$ cat src/rtl/ex_mem_reg_pkg.sv
// Shared widths, RISC-V opcode/funct3 codes and byte-enable constants for
// the EX/MEM stage register and its store/load lane formatter.
package ex_mem_reg_pkg;

    localparam int WORD_DATA    = 32;
    localparam int WORD_ADDR    = 32;
    localparam int RISCV_OPCODE = 7;
    localparam int RISCV_FUNCT3 = 3;
    localparam int RISCV_RD     = 5;
    localparam int RISCV_RS1    = 5;
    localparam int RISCV_RS2    = 5;

    typedef logic [3:0] BYTE_EN;
    localparam BYTE_EN BE_NONE = 4'b0000;
    localparam BYTE_EN BE_WORD = 4'b1111;

    localparam logic [RISCV_OPCODE-1:0] INS_TYPE_L = 7'b0000011;
    localparam logic [RISCV_OPCODE-1:0] INS_TYPE_S = 7'b0100011;

    localparam logic [RISCV_FUNCT3-1:0] INS_LB  = 3'b000;
    localparam logic [RISCV_FUNCT3-1:0] INS_LH  = 3'b001;
    localparam logic [RISCV_FUNCT3-1:0] INS_LW  = 3'b010;
    localparam logic [RISCV_FUNCT3-1:0] INS_LBU = 3'b100;
    localparam logic [RISCV_FUNCT3-1:0] INS_LHU = 3'b101;
    localparam logic [RISCV_FUNCT3-1:0] INS_SB  = 3'b000;
    localparam logic [RISCV_FUNCT3-1:0] INS_SH  = 3'b001;
    localparam logic [RISCV_FUNCT3-1:0] INS_SW  = 3'b010;

    // Contents of the stage register; an all-zero value is a bubble.
    typedef struct packed {
        logic                    valid;
        logic                    wb_en;
        logic                    we;
        logic [WORD_DATA-1:0]    data;
        logic [WORD_ADDR-1:0]    mem_addr;
        logic [RISCV_OPCODE-1:0] opcode;
        logic [RISCV_FUNCT3-1:0] funct3;
        logic [RISCV_RD-1:0]     rd;
        logic [RISCV_RS1-1:0]    rs1;
        logic [RISCV_RS2-1:0]    rs2;
        BYTE_EN                  be;
        logic                    misalign;
    } exmem_t;

endpackage

$ cat src/rtl/ex_mem_reg_store_align.sv
// Combinational lane formatter: byte enables, replicated store data and
// misalignment detection for loads/stores. Misaligned accesses get BE_NONE.
module store_align
    import ex_mem_reg_pkg::*;
(
    input  logic [RISCV_OPCODE-1:0] i_opcode,
    input  logic [RISCV_FUNCT3-1:0] i_funct3,
    input  logic [1:0]              i_addr_lo,
    input  logic [WORD_DATA-1:0]    i_rs2,
    output BYTE_EN                  o_be,
    output logic [WORD_DATA-1:0]    o_data,
    output logic                    o_misalign
);

    BYTE_EN w_be;
    BYTE_EN w_be_byte;
    BYTE_EN w_be_half;

    assign w_be_byte = 4'b0001 << i_addr_lo;
    assign w_be_half = i_addr_lo[1] ? 4'b1100 : 4'b0011;

    always_comb begin
        w_be       = BE_NONE;
        o_data     = i_rs2;
        o_misalign = 1'b0;
        if (i_opcode == INS_TYPE_S) begin
            case (i_funct3)
                INS_SB: begin
                    w_be   = w_be_byte;
                    o_data = {4{i_rs2[7:0]}};
                end
                INS_SH: begin
                    w_be       = w_be_half;
                    o_data     = {2{i_rs2[15:0]}};
                    o_misalign = i_addr_lo[0];
                end
                INS_SW: begin
                    w_be       = BE_WORD;
                    o_misalign = (i_addr_lo != 2'b00);
                end
                default: w_be = BE_NONE;
            endcase
        end else if (i_opcode == INS_TYPE_L) begin
            case (i_funct3)
                INS_LB, INS_LBU: w_be = w_be_byte;
                INS_LH, INS_LHU: begin
                    w_be       = w_be_half;
                    o_misalign = i_addr_lo[0];
                end
                INS_LW: begin
                    w_be       = BE_WORD;
                    o_misalign = (i_addr_lo != 2'b00);
                end
                default: w_be = BE_NONE;
            endcase
        end
    end

    assign o_be = o_misalign ? BE_NONE : w_be;

endmodule

$ cat src/rtl/ex_mem_reg.sv
// EX/MEM pipeline register: formats store lanes and byte enables, flags
// misaligned accesses, honours stall/flush and feeds forwarding back to EX.
module ex_mem_reg
    import ex_mem_reg_pkg::*;
(
    input  logic                    clk,
    input  logic                    rst_n,
    input  logic                    ex2exmem_valid_i,
    input  logic                    ex2exmem_wb_en_i,
    input  logic                    ex2exmem_we_i,
    input  logic [WORD_DATA-1:0]    ex2exmem_data_i,
    input  logic [WORD_ADDR-1:0]    ex2exmem_mem_addr_i,
    input  logic [RISCV_OPCODE-1:0] ex2exmem_opcode_i,
    input  logic [RISCV_FUNCT3-1:0] ex2exmem_funct3_i,
    input  logic [RISCV_RD-1:0]     ex2exmem_rd_i,
    input  logic [RISCV_RS1-1:0]    ex2exmem_rs1_i,
    input  logic [RISCV_RS2-1:0]    ex2exmem_rs2_i,
    input  logic                    ctrl2exmem_stall_i,
    input  logic                    ctrl2exmem_flush_i,
    output logic                    exmem2mem_valid_o,
    output logic                    exmem2mem_wb_en_o,
    output logic                    exmem2mem_we_o,
    output logic [WORD_DATA-1:0]    exmem2mem_data_o,
    output logic [WORD_ADDR-1:0]    exmem2mem_mem_addr_o,
    output logic [RISCV_OPCODE-1:0] exmem2mem_opcode_o,
    output logic [RISCV_FUNCT3-1:0] exmem2mem_funct3_o,
    output logic [RISCV_RD-1:0]     exmem2mem_rd_o,
    output logic [RISCV_RS1-1:0]    exmem2mem_rs1_o,
    output logic [RISCV_RS2-1:0]    exmem2mem_rs2_o,
    output BYTE_EN                  exmem2mem_be_o,
    output logic                    exmem2ctrl_misalign_o,
    output logic                    exmem2ex_fwd_valid_o,
    output logic [RISCV_RD-1:0]     exmem2ex_fwd_rd_o,
    output logic [WORD_DATA-1:0]    exmem2ex_fwd_data_o,
    output logic                    exmem2ctrl_load_pending_o
);

    exmem_t                 r_stage;
    exmem_t                 w_next;
    BYTE_EN                 w_be;
    logic [WORD_DATA-1:0]   w_data;
    logic                   w_misalign;
    logic                   w_is_ls;
    logic                   w_kill;

    store_align u_store_align (
        .i_opcode   (ex2exmem_opcode_i),
        .i_funct3   (ex2exmem_funct3_i),
        .i_addr_lo  (ex2exmem_mem_addr_i[1:0]),
        .i_rs2      (ex2exmem_data_i),
        .o_be       (w_be),
        .o_data     (w_data),
        .o_misalign (w_misalign)
    );

    // A legal load/store always has a nonzero byte enable, so BE_NONE under
    // L/S means misaligned or unknown funct3: suppress both enables.
    assign w_is_ls = (ex2exmem_opcode_i == INS_TYPE_L) || (ex2exmem_opcode_i == INS_TYPE_S);
    assign w_kill  = w_is_ls && (w_be == BE_NONE);

    always_comb begin
        w_next = '0;
        if (ex2exmem_valid_i) begin
            w_next.valid    = 1'b1;
            w_next.wb_en    = ex2exmem_wb_en_i & ~w_kill;
            w_next.we       = ex2exmem_we_i & ~w_kill;
            w_next.data     = w_data;
            w_next.mem_addr = ex2exmem_mem_addr_i;
            w_next.opcode   = ex2exmem_opcode_i;
            w_next.funct3   = ex2exmem_funct3_i;
            w_next.rd       = ex2exmem_rd_i;
            w_next.rs1      = ex2exmem_rs1_i;
            w_next.rs2      = ex2exmem_rs2_i;
            w_next.be       = w_be;
            w_next.misalign = w_misalign;
        end
    end

    always_ff @(posedge clk) begin
        if (!rst_n) begin
            r_stage <= '0;
        end else if (ctrl2exmem_flush_i) begin
            r_stage <= '0;
        end else if (!ctrl2exmem_stall_i) begin
            r_stage <= w_next;
        end
    end

    assign exmem2mem_valid_o     = r_stage.valid;
    assign exmem2mem_wb_en_o     = r_stage.wb_en;
    assign exmem2mem_we_o        = r_stage.we;
    assign exmem2mem_data_o      = r_stage.data;
    assign exmem2mem_mem_addr_o  = r_stage.mem_addr;
    assign exmem2mem_opcode_o    = r_stage.opcode;
    assign exmem2mem_funct3_o    = r_stage.funct3;
    assign exmem2mem_rd_o        = r_stage.rd;
    assign exmem2mem_rs1_o       = r_stage.rs1;
    assign exmem2mem_rs2_o       = r_stage.rs2;
    assign exmem2mem_be_o        = r_stage.be;
    assign exmem2ctrl_misalign_o = r_stage.misalign;

    assign exmem2ex_fwd_valid_o = r_stage.valid & r_stage.wb_en & (r_stage.rd != '0)
                                & (r_stage.opcode != INS_TYPE_L);
    assign exmem2ex_fwd_rd_o    = r_stage.rd;
    assign exmem2ex_fwd_data_o  = r_stage.mem_addr;
    assign exmem2ctrl_load_pending_o = r_stage.valid & (r_stage.opcode == INS_TYPE_L)
                                     & (r_stage.rd != '0) & ~r_stage.misalign;

endmodule

$ cat config.mk
export PLATFORM = sky130hd
export DESIGN_NAME = ex_mem_reg
export DESIGN_NICKNAME = d
export VERILOG_FILES = /design/src/rtl/ex_mem_reg_pkg.sv /design/src/rtl/ex_mem_reg_store_align.sv /design/src/rtl/ex_mem_reg.sv
export SDC_FILE = /design/constraint.sdc
export NUM_CORES = 1
export LEC_CHECK = 0
export CAP_MARGIN = 20
export CORE_MARGIN = 4
export CORE_UTILIZATION = 39
export DETAILED_ROUTE_END_ITERATION = 8
export PLACE_DENSITY = 0.81
export SLEW_MARGIN = 20
export SYNTH_ARGS = -nofsm -noshare
export SYNTH_HDL_FRONTEND = slang
export SYNTH_HIERARCHICAL = 1
export SYNTH_SLANG_ARGS = --single-unit
$ cat constraint.sdc
create_clock -name clk -period 2.6 [get_ports clk]
set_input_delay 0.39 -clock clk [delete_from_list [all_inputs] [get_ports clk]]
set_output_delay 0.39 -clock clk [all_outputs]
set_load 0.05 [all_outputs]
==> results of run 1 <==
==> placed cells by master, fill, tap and decap left out, types with 2 or more instances in the layout <==
cell	instances
a21o_1	2
a21oi_1	14
a22oi_1	94
a31oi_1	10
and3_1	2
buf_4	16
clkbuf_8	11
clkdlybuf4s50_1	228
clkinv_2	2
dfxtp_1	97
mux2_2	14
mux2_4	2
mux2i_1	8
nand2_1	4
nand3b_1	2
nor2_1	99
nor3b_1	2
nor4_1	6
==> layer usage <==
| layer | vias to the layer above | global-route usage (%) |
|---|---|---|
| met3 | 27 | 6.900 |
| met4 | 0 | 6.651 |
| li1 | 1943 | - |
| met5 | - | 0 |
| met1 | 1941 | 24.43 |
| met2 | 204 | 35.40 |
==> worst reg2reg max path, cell delays in order (launching register included) <==
cell and delay [ns]:
dfxtp_1 0.36, nand2_1 0.08, a21o_1 0.18, a31oi_1 0.12
==> power by group through the flow <==
stage,registers [uW],logic (uW),clock network (uW)
global placement,1570,581,0
finish,1530,593,976
CTS,1530,594,1010
global route,1540,629,1060
detailed placement,1570,592,0
floorplan,1660,238,0
==> sequential cells by signal, summed over array words and instances, names as in the netlist <==
signal	cells
exmem2ex_fwd_data_o	32
exmem2mem_data_o	32
exmem2mem_opcode_o	7
exmem2ex_fwd_rd_o	5
exmem2mem_rs1_o	5
exmem2mem_rs2_o	5
exmem2mem_be_o	4
exmem2mem_funct3_o	3
exmem2ctrl_misalign_o	1
exmem2mem_valid_o	1
exmem2mem_wb_en_o	1
exmem2mem_we_o	1
==> synth_stat cells (2+ instances only) <==
master / count
and3_1: 2
nand2b_1: 2
clkbuf_1: 15
a22oi_1: 94
nand2_1: 4
a31oi_1: 10
mux2_4: 2
buf_1: 2
nor3b_1: 2
mux2i_1: 8
buf_4: 51
dfxtp_1: 97
nor2_1: 99
mux2_2: 14
a21o_1: 2
nand3b_1: 2
nor4_1: 6
a21oi_1: 14
buf_2: 12
==> logic make-up (layout without fill, tap and decap cells) <==
logic type | Yosys count | after routing
DFF | 97 | 97
muxes | 24 | 24
and+or+nand+nor | 128 | 128
AOI/OAI and AO/OA | 124 | 124
buffers and inverters | 83 | 261
==> metrics by stage <==
step                      utilization (%)  cells  cell area [um^2]  hold slack, ns  setup slack (ns)
after detailed placement            60.22    755              6301          0.5002           0.02144
final                               62.09    770              6496          0.5125            0.2082
after global routing                62.09    770              6496          0.5367           0.06986
after floorplan                         -    456              4232          0.5341           0.07516
after CTS                           62.09    770              6496          0.5121            0.2363
after global placement              60.22    755              6301          0.4898            0.1997
==> how the worst min path moves through the flow <==
stage	from	endpoint	slack (ns)	cells past startpoint
after detailed placement	exmem2mem_we_o$_SDFFE_PP0N_	exmem2mem_we_o$_SDFFE_PP0N_	0.50	2
final	exmem2mem_we_o$_SDFFE_PP0N_	exmem2mem_we_o$_SDFFE_PP0N_	0.51	2
after global placement	exmem2mem_rs2_o[1]$_SDFFE_PP0N_	exmem2mem_rs2_o[1]$_SDFFE_PP0N_	0.49	2
after global routing	exmem2mem_we_o$_SDFFE_PP0N_	exmem2mem_we_o$_SDFFE_PP0N_	0.54	2
after CTS	exmem2mem_we_o$_SDFFE_PP0N_	exmem2mem_we_o$_SDFFE_PP0N_	0.51	2
after floorplan	ex2exmem_mem_addr_i[0]	exmem2ex_fwd_data_o[0]$_SDFFE_PP0N_	0.53	2
==> area by class of cell <==
type / instances / area share (%)
Timing Repair Buffer: 245 / 37.29
Sequential cell: 97 / 29.89
Multi-Input combinational cell: 276 / 27.14
Tap cell: 136 / 2.619
Clock buffer: 12 / 2.388
Clock inverter: 3 / 0.6163
Inverter: 1 / 0.05778
==> flow_summary.ini, run 1 <==
[power]
finalPower_uw = 3102
p_comb_share_pct = 19.1
swShare_pct = 26.80
ir_drop_v = 0.0002274
pwr-share-seq_pct = 49.4
p_per_area_nw_per_um2 = 477.5
switchingPower_uw = 831.1
power_leakage_uw = 0.002315
p_int_uw = 2271
power.clock.fraction_pct = 31.5

[setup_path]
r2r_start = exmem2mem_wb_en_o$_SDFFE_PP0N_
criticalPathCategory = reg -> out
critPathSlowestCell = or4_1
r2r_slack_ns = 1.80
crit_end = exmem2ex_fwd_valid_o
slowest_delay_ns = 0.52
worst_ep_arrival_time_ns = 2.00
cp.depth = 4
cp.required_ns = 2.21
timing.rr.end = exmem2mem_wb_en_o$_SDFFE_PP0N_
start_kind = flip-flop
endpoint_kind = output pin
path_buf_inv = 1
reg2regPathDepth = 3
crit_family = simple AND/OR/NAND/NOR gates
startpoint = exmem2ex_fwd_rd_o[4]$_SDFFE_PP0N_
crit_chain = or4_1 > o21ai_0 > nor3b_1 > buf_4
worstPathMaxFanout = 4

[place]
hpwl_mm = 9.976
port_buffers = 231
gp_congestion = 0.8202

[global_route]
antenna_found_initial = 0
grt_pass1_vias = 4169
grt_usage_pct = 20.68
grt_max_degree = 62
grt_pass1_wl_mm = 21.47
grt_overflow = 0

[timing]
setup_viol = 0
worst_slew_pin_slew_ns = 0.6746
slew_viol_final = 0
timing.fmax_mhz = 418.1
period_needed_ns = 2.392
finalSetupTns_ns = 0
relSlewSlack_pct = 54.75
post-route-period-util_pct = 91.99
skew_ns = 0
rsz0062_at_grt = false
hold_viol_final = 0

[outcome]
outcome = completed

[clock_tree]
clkLatencyLatePin_ns = 0.35
h-tree-depth = 3
cts.sinks = 97
cts_max_path_buffers = 2
ctsRootBufferMaster = clkbuf_8
cts.clk_slew.worst_paths_ns = 0.08
cts-hold-fix-buffers = 0
ctsResizeCount = 0
cts_made_buffers = 9
cts_tree = done
cts_setup_buffers = 0

[cells_and_area]
register_area_um2 = 1942
multi_input_area_um2 = 1763
num-fill-cells = 880
fin_nets = 726
drive_above_1_share_pct = 8.991
syn2layout_area_growth_pct = 53.52
antenna_cells = 0

[synth]
synth_top_family_by_area = compound AO/OA/AOI/OAI gates
synth-simple-area-share_pct = 14.10
yosys.cell_types.count = 37
synthCells = 456
synthAdderAreaFrac_pct = 0
synth-main-ff-cell = dfxtp_1
synth_edf_count = 0
muxShareOfSynthArea_pct = 6.328
synth_area_um2 = 4232
ys_ff_latch = 97
synth_area_leaders = dfxtp_1, a22oi_1, buf_4, nor2_1, mux2_2
syn_avg_cell_area_um2 = 9.280
yosys.area.top_type = dfxtp_1
ys.warnings.count = 6
async_flop_share_pct = 0
synth_compound_area_share_pct = 20.88
synth_top_area_share_pct = 45.89
synth_xor_area_share_pct = 0
synth_nets = 552
ys_seq_area_share_pct = 45.89

[floorplanning]
core_um2 = 10460
die_area_um2 = 12580
ios = 232
rows = 37
die_w_um = 112.2
initial_core_util_pct = 40.44
die_y_um = 112.2

[route]
wl_met3_mm = 1.281
first_pass_iters = 4
wl_mm = 13.59
met1_length_mm = 5.525
vias = 4115
wire_per_inst_um = 17.65
route.met2.wl_mm = 6.465
ant_nets = 0
drc_errors = 0
top_layer_used = met4
vias_per_cell = 5.344
first_iter_violations = 316

[flow_run]
maxCapViolations = 0

[min_path]
min_path_type = reg -> reg
Note: power is estimated with default switching activity, not from simulation.
==> run 2, diff against run 1 <==
CORE_ASPECT_RATIO = 0.6   (was not set)
==> flow_summary.ini, run 2 (synthesis gave the netlist of run 1 again) <==
[timing]
timing.fmax_mhz = 401.5
post-route-period-util_pct = 95.80
relSlewSlack_pct = 57.23
skew_ns = 0
rsz0062_at_grt = false
hold_viol_final = 0
finalSetupTns_ns = 0
worst_slew_pin_slew_ns = 0.6348
setup_viol = 0
slew_viol_final = 0
period_needed_ns = 2.491
holdWs_ns = 0.5106

[power]
pwr-share-seq_pct = 44.6
p_per_area_nw_per_um2 = 517.7
power_leakage_uw = 0.002371
finalPower_uw = 3438
p_int_uw = 2555
switchingPower_uw = 883.4
swShare_pct = 25.69
p_comb_share_pct = 17.4
ir_drop_v = 0.0003429
power.clock.fraction_pct = 37.9

[place]
port_buffers = 231
gp_congestion = 0.8736
hpwl_mm = 10.37

[cells_and_area]
fin_nets = 728
layout.cells.most_common = clkdlybuf4s50_1
drive_above_1_share_pct = 9.277
fin_util_pct = 62.68
final_cell_mix = clkdlybuf4s50_1, nor2_1, dfxtp_1
syn2layout_area_growth_pct = 56.95
antenna_cells = 0

[floorplanning]
core_um2 = 10600
die_area_um2 = 12640
rows = 29
initial_core_util_pct = 39.94
ios = 232
die_y_um = 88.69
die_w_um = 142.5

[route]
wl_mm = 13.80
first_iter_violations = 244
drc_errors = 0
vias_per_cell = 5.342
wire_per_inst_um = 17.81
vias = 4140
first_pass_iters = 4
ant_nets = 0

[clock_tree]
cts.clk_slew.worst_paths_ns = 0.07
cts_setup_buffers = 0
ctsResizeCount = 0
ctsRootBufferMaster = clkbuf_16
cts_made_buffers = 9
cts_tree = done
cts.sinks = 97
clkLatencyLatePin_ns = 0.32
h-tree-depth = 3
cts-hold-fix-buffers = 0
cts_max_path_buffers = 2

[global_route]
grt_max_degree = 65
grt_pass1_wl_mm = 21.09
grt_overflow = 0
grt_pass1_vias = 4032
grt_usage_pct = 20.89
antenna_found_initial = 0

[outcome]
outcome = completed

[setup_path]
reg2regPathDepth = 3
crit_end = exmem2ex_fwd_valid_o
slowest_delay_ns = 0.53
timing.rr.end = exmem2mem_wb_en_o$_SDFFE_PP0N_
criticalPathCategory = reg -> out
start_kind = flip-flop
critPathSlowestCell = or4_1
r2r_start = exmem2mem_wb_en_o$_SDFFE_PP0N_
cp.required_ns = 2.21
endpoint_kind = output pin
startpoint = exmem2ex_fwd_rd_o[4]$_SDFFE_PP0N_
worst_ep_arrival_time_ns = 2.10
crit_chain = or4_1 > o21ai_0 > nor3b_1 > buf_4
worstPathMaxFanout = 4
r2r_slack_ns = 1.76

[min_path]
min_path_type = reg -> reg

[flow_run]
maxCapViolations = 0
run 2: cell types whose count changed in the layout (fill, tap and decap cells not counted), sizes merged:
cell	change
clkinvlp	+2
buf	+2
clkbuf	-1
clkinv	-1
run 2: metal layers:
| layer | vias to the layer above | routed length (um) | GRT usage (%) |
|---|---|---|---|
| met4 | 0 | 158 | 4.487 |
| met5 | - | 0 | 0 |
| li1 | 1936 | - | - |
| met2 | 208 | 6325 | 33.86 |
| met1 | 1984 | 5829 | 26.64 |
| met3 | 12 | 1491 | 8.261 |
run 2: worst max-delay path: cells and delay by family (launching register included):
| family | cells | cell delay (ns) |
|---|---|---|
| simple gates | 2 | 0.66 |
| compound gates | 1 | 0.53 |
| buf+inv | 1 | 0.22 |
| flops | 1 | 0.35 |
run 2: power by group through the flow:
stage / sequential (uW) / clock (uW) / combinational [uW]
3_5_place_dp: 1570 / 0 / 597
2_1_floorplan: 1660 / 0 / 238
3_3_place_gp: 1570 / 0 / 589
5_1_grt: 1540 / 1390 / 635
4_1_cts: 1540 / 1330 / 600
6_report: 1540 / 1300 / 599
run 2: area by class of cell:
cell class | instances | area [um^2]
inverter | 1 | 3.754
clock inverter | 4 | 53.80
tap | 139 | 173.9
sequential | 97 | 1942
fill | 879 | 3954
timing repair buffer | 247 | 2462
clock buffer | 11 | 242.7
multi-input combinational | 276 | 1763
run 2: stage by stage:
stage	worst slack [ns]	instance area, um^2	instances
3_5_place_dp	0.01554	6345	760
5_1_grt	0.07455	6641	775
4_1_cts	0.1427	6641	775
3_3_place_gp	0.1954	6345	760
6_report	0.1093	6641	775
2_1_floorplan	0.07516	4232	456
run 2: how the worst min path moves through the flow:
stage	start	endpoint	slack, ns	depth (start not counted)
after detailed placement	exmem2mem_rs1_o[1]$_SDFFE_PP0N_	exmem2mem_rs1_o[1]$_SDFFE_PP0N_	0.50	2
after global routing	exmem2mem_data_o[0]$_SDFFE_PP0N_	exmem2mem_data_o[0]$_SDFFE_PP0N_	0.54	2
after floorplan	ex2exmem_mem_addr_i[0]	exmem2ex_fwd_data_o[0]$_SDFFE_PP0N_	0.53	2
after CTS	exmem2mem_we_o$_SDFFE_PP0N_	exmem2mem_we_o$_SDFFE_PP0N_	0.51	2
after global placement	exmem2mem_rs2_o[0]$_SDFFE_PP0N_	exmem2mem_rs2_o[0]$_SDFFE_PP0N_	0.49	2
final	exmem2mem_we_o$_SDFFE_PP0N_	exmem2mem_we_o$_SDFFE_PP0N_	0.51	2
==> run 3, diff against run 2 <==
CAP_MARGIN = 40   (was 20)
CTS_CLUSTER_DIAMETER = 200   (was not set)
SLEW_MARGIN = not set   (was 20)
==> results of run 3 <==
The final DEF is identical to that of run 2; final timing and power are the same.
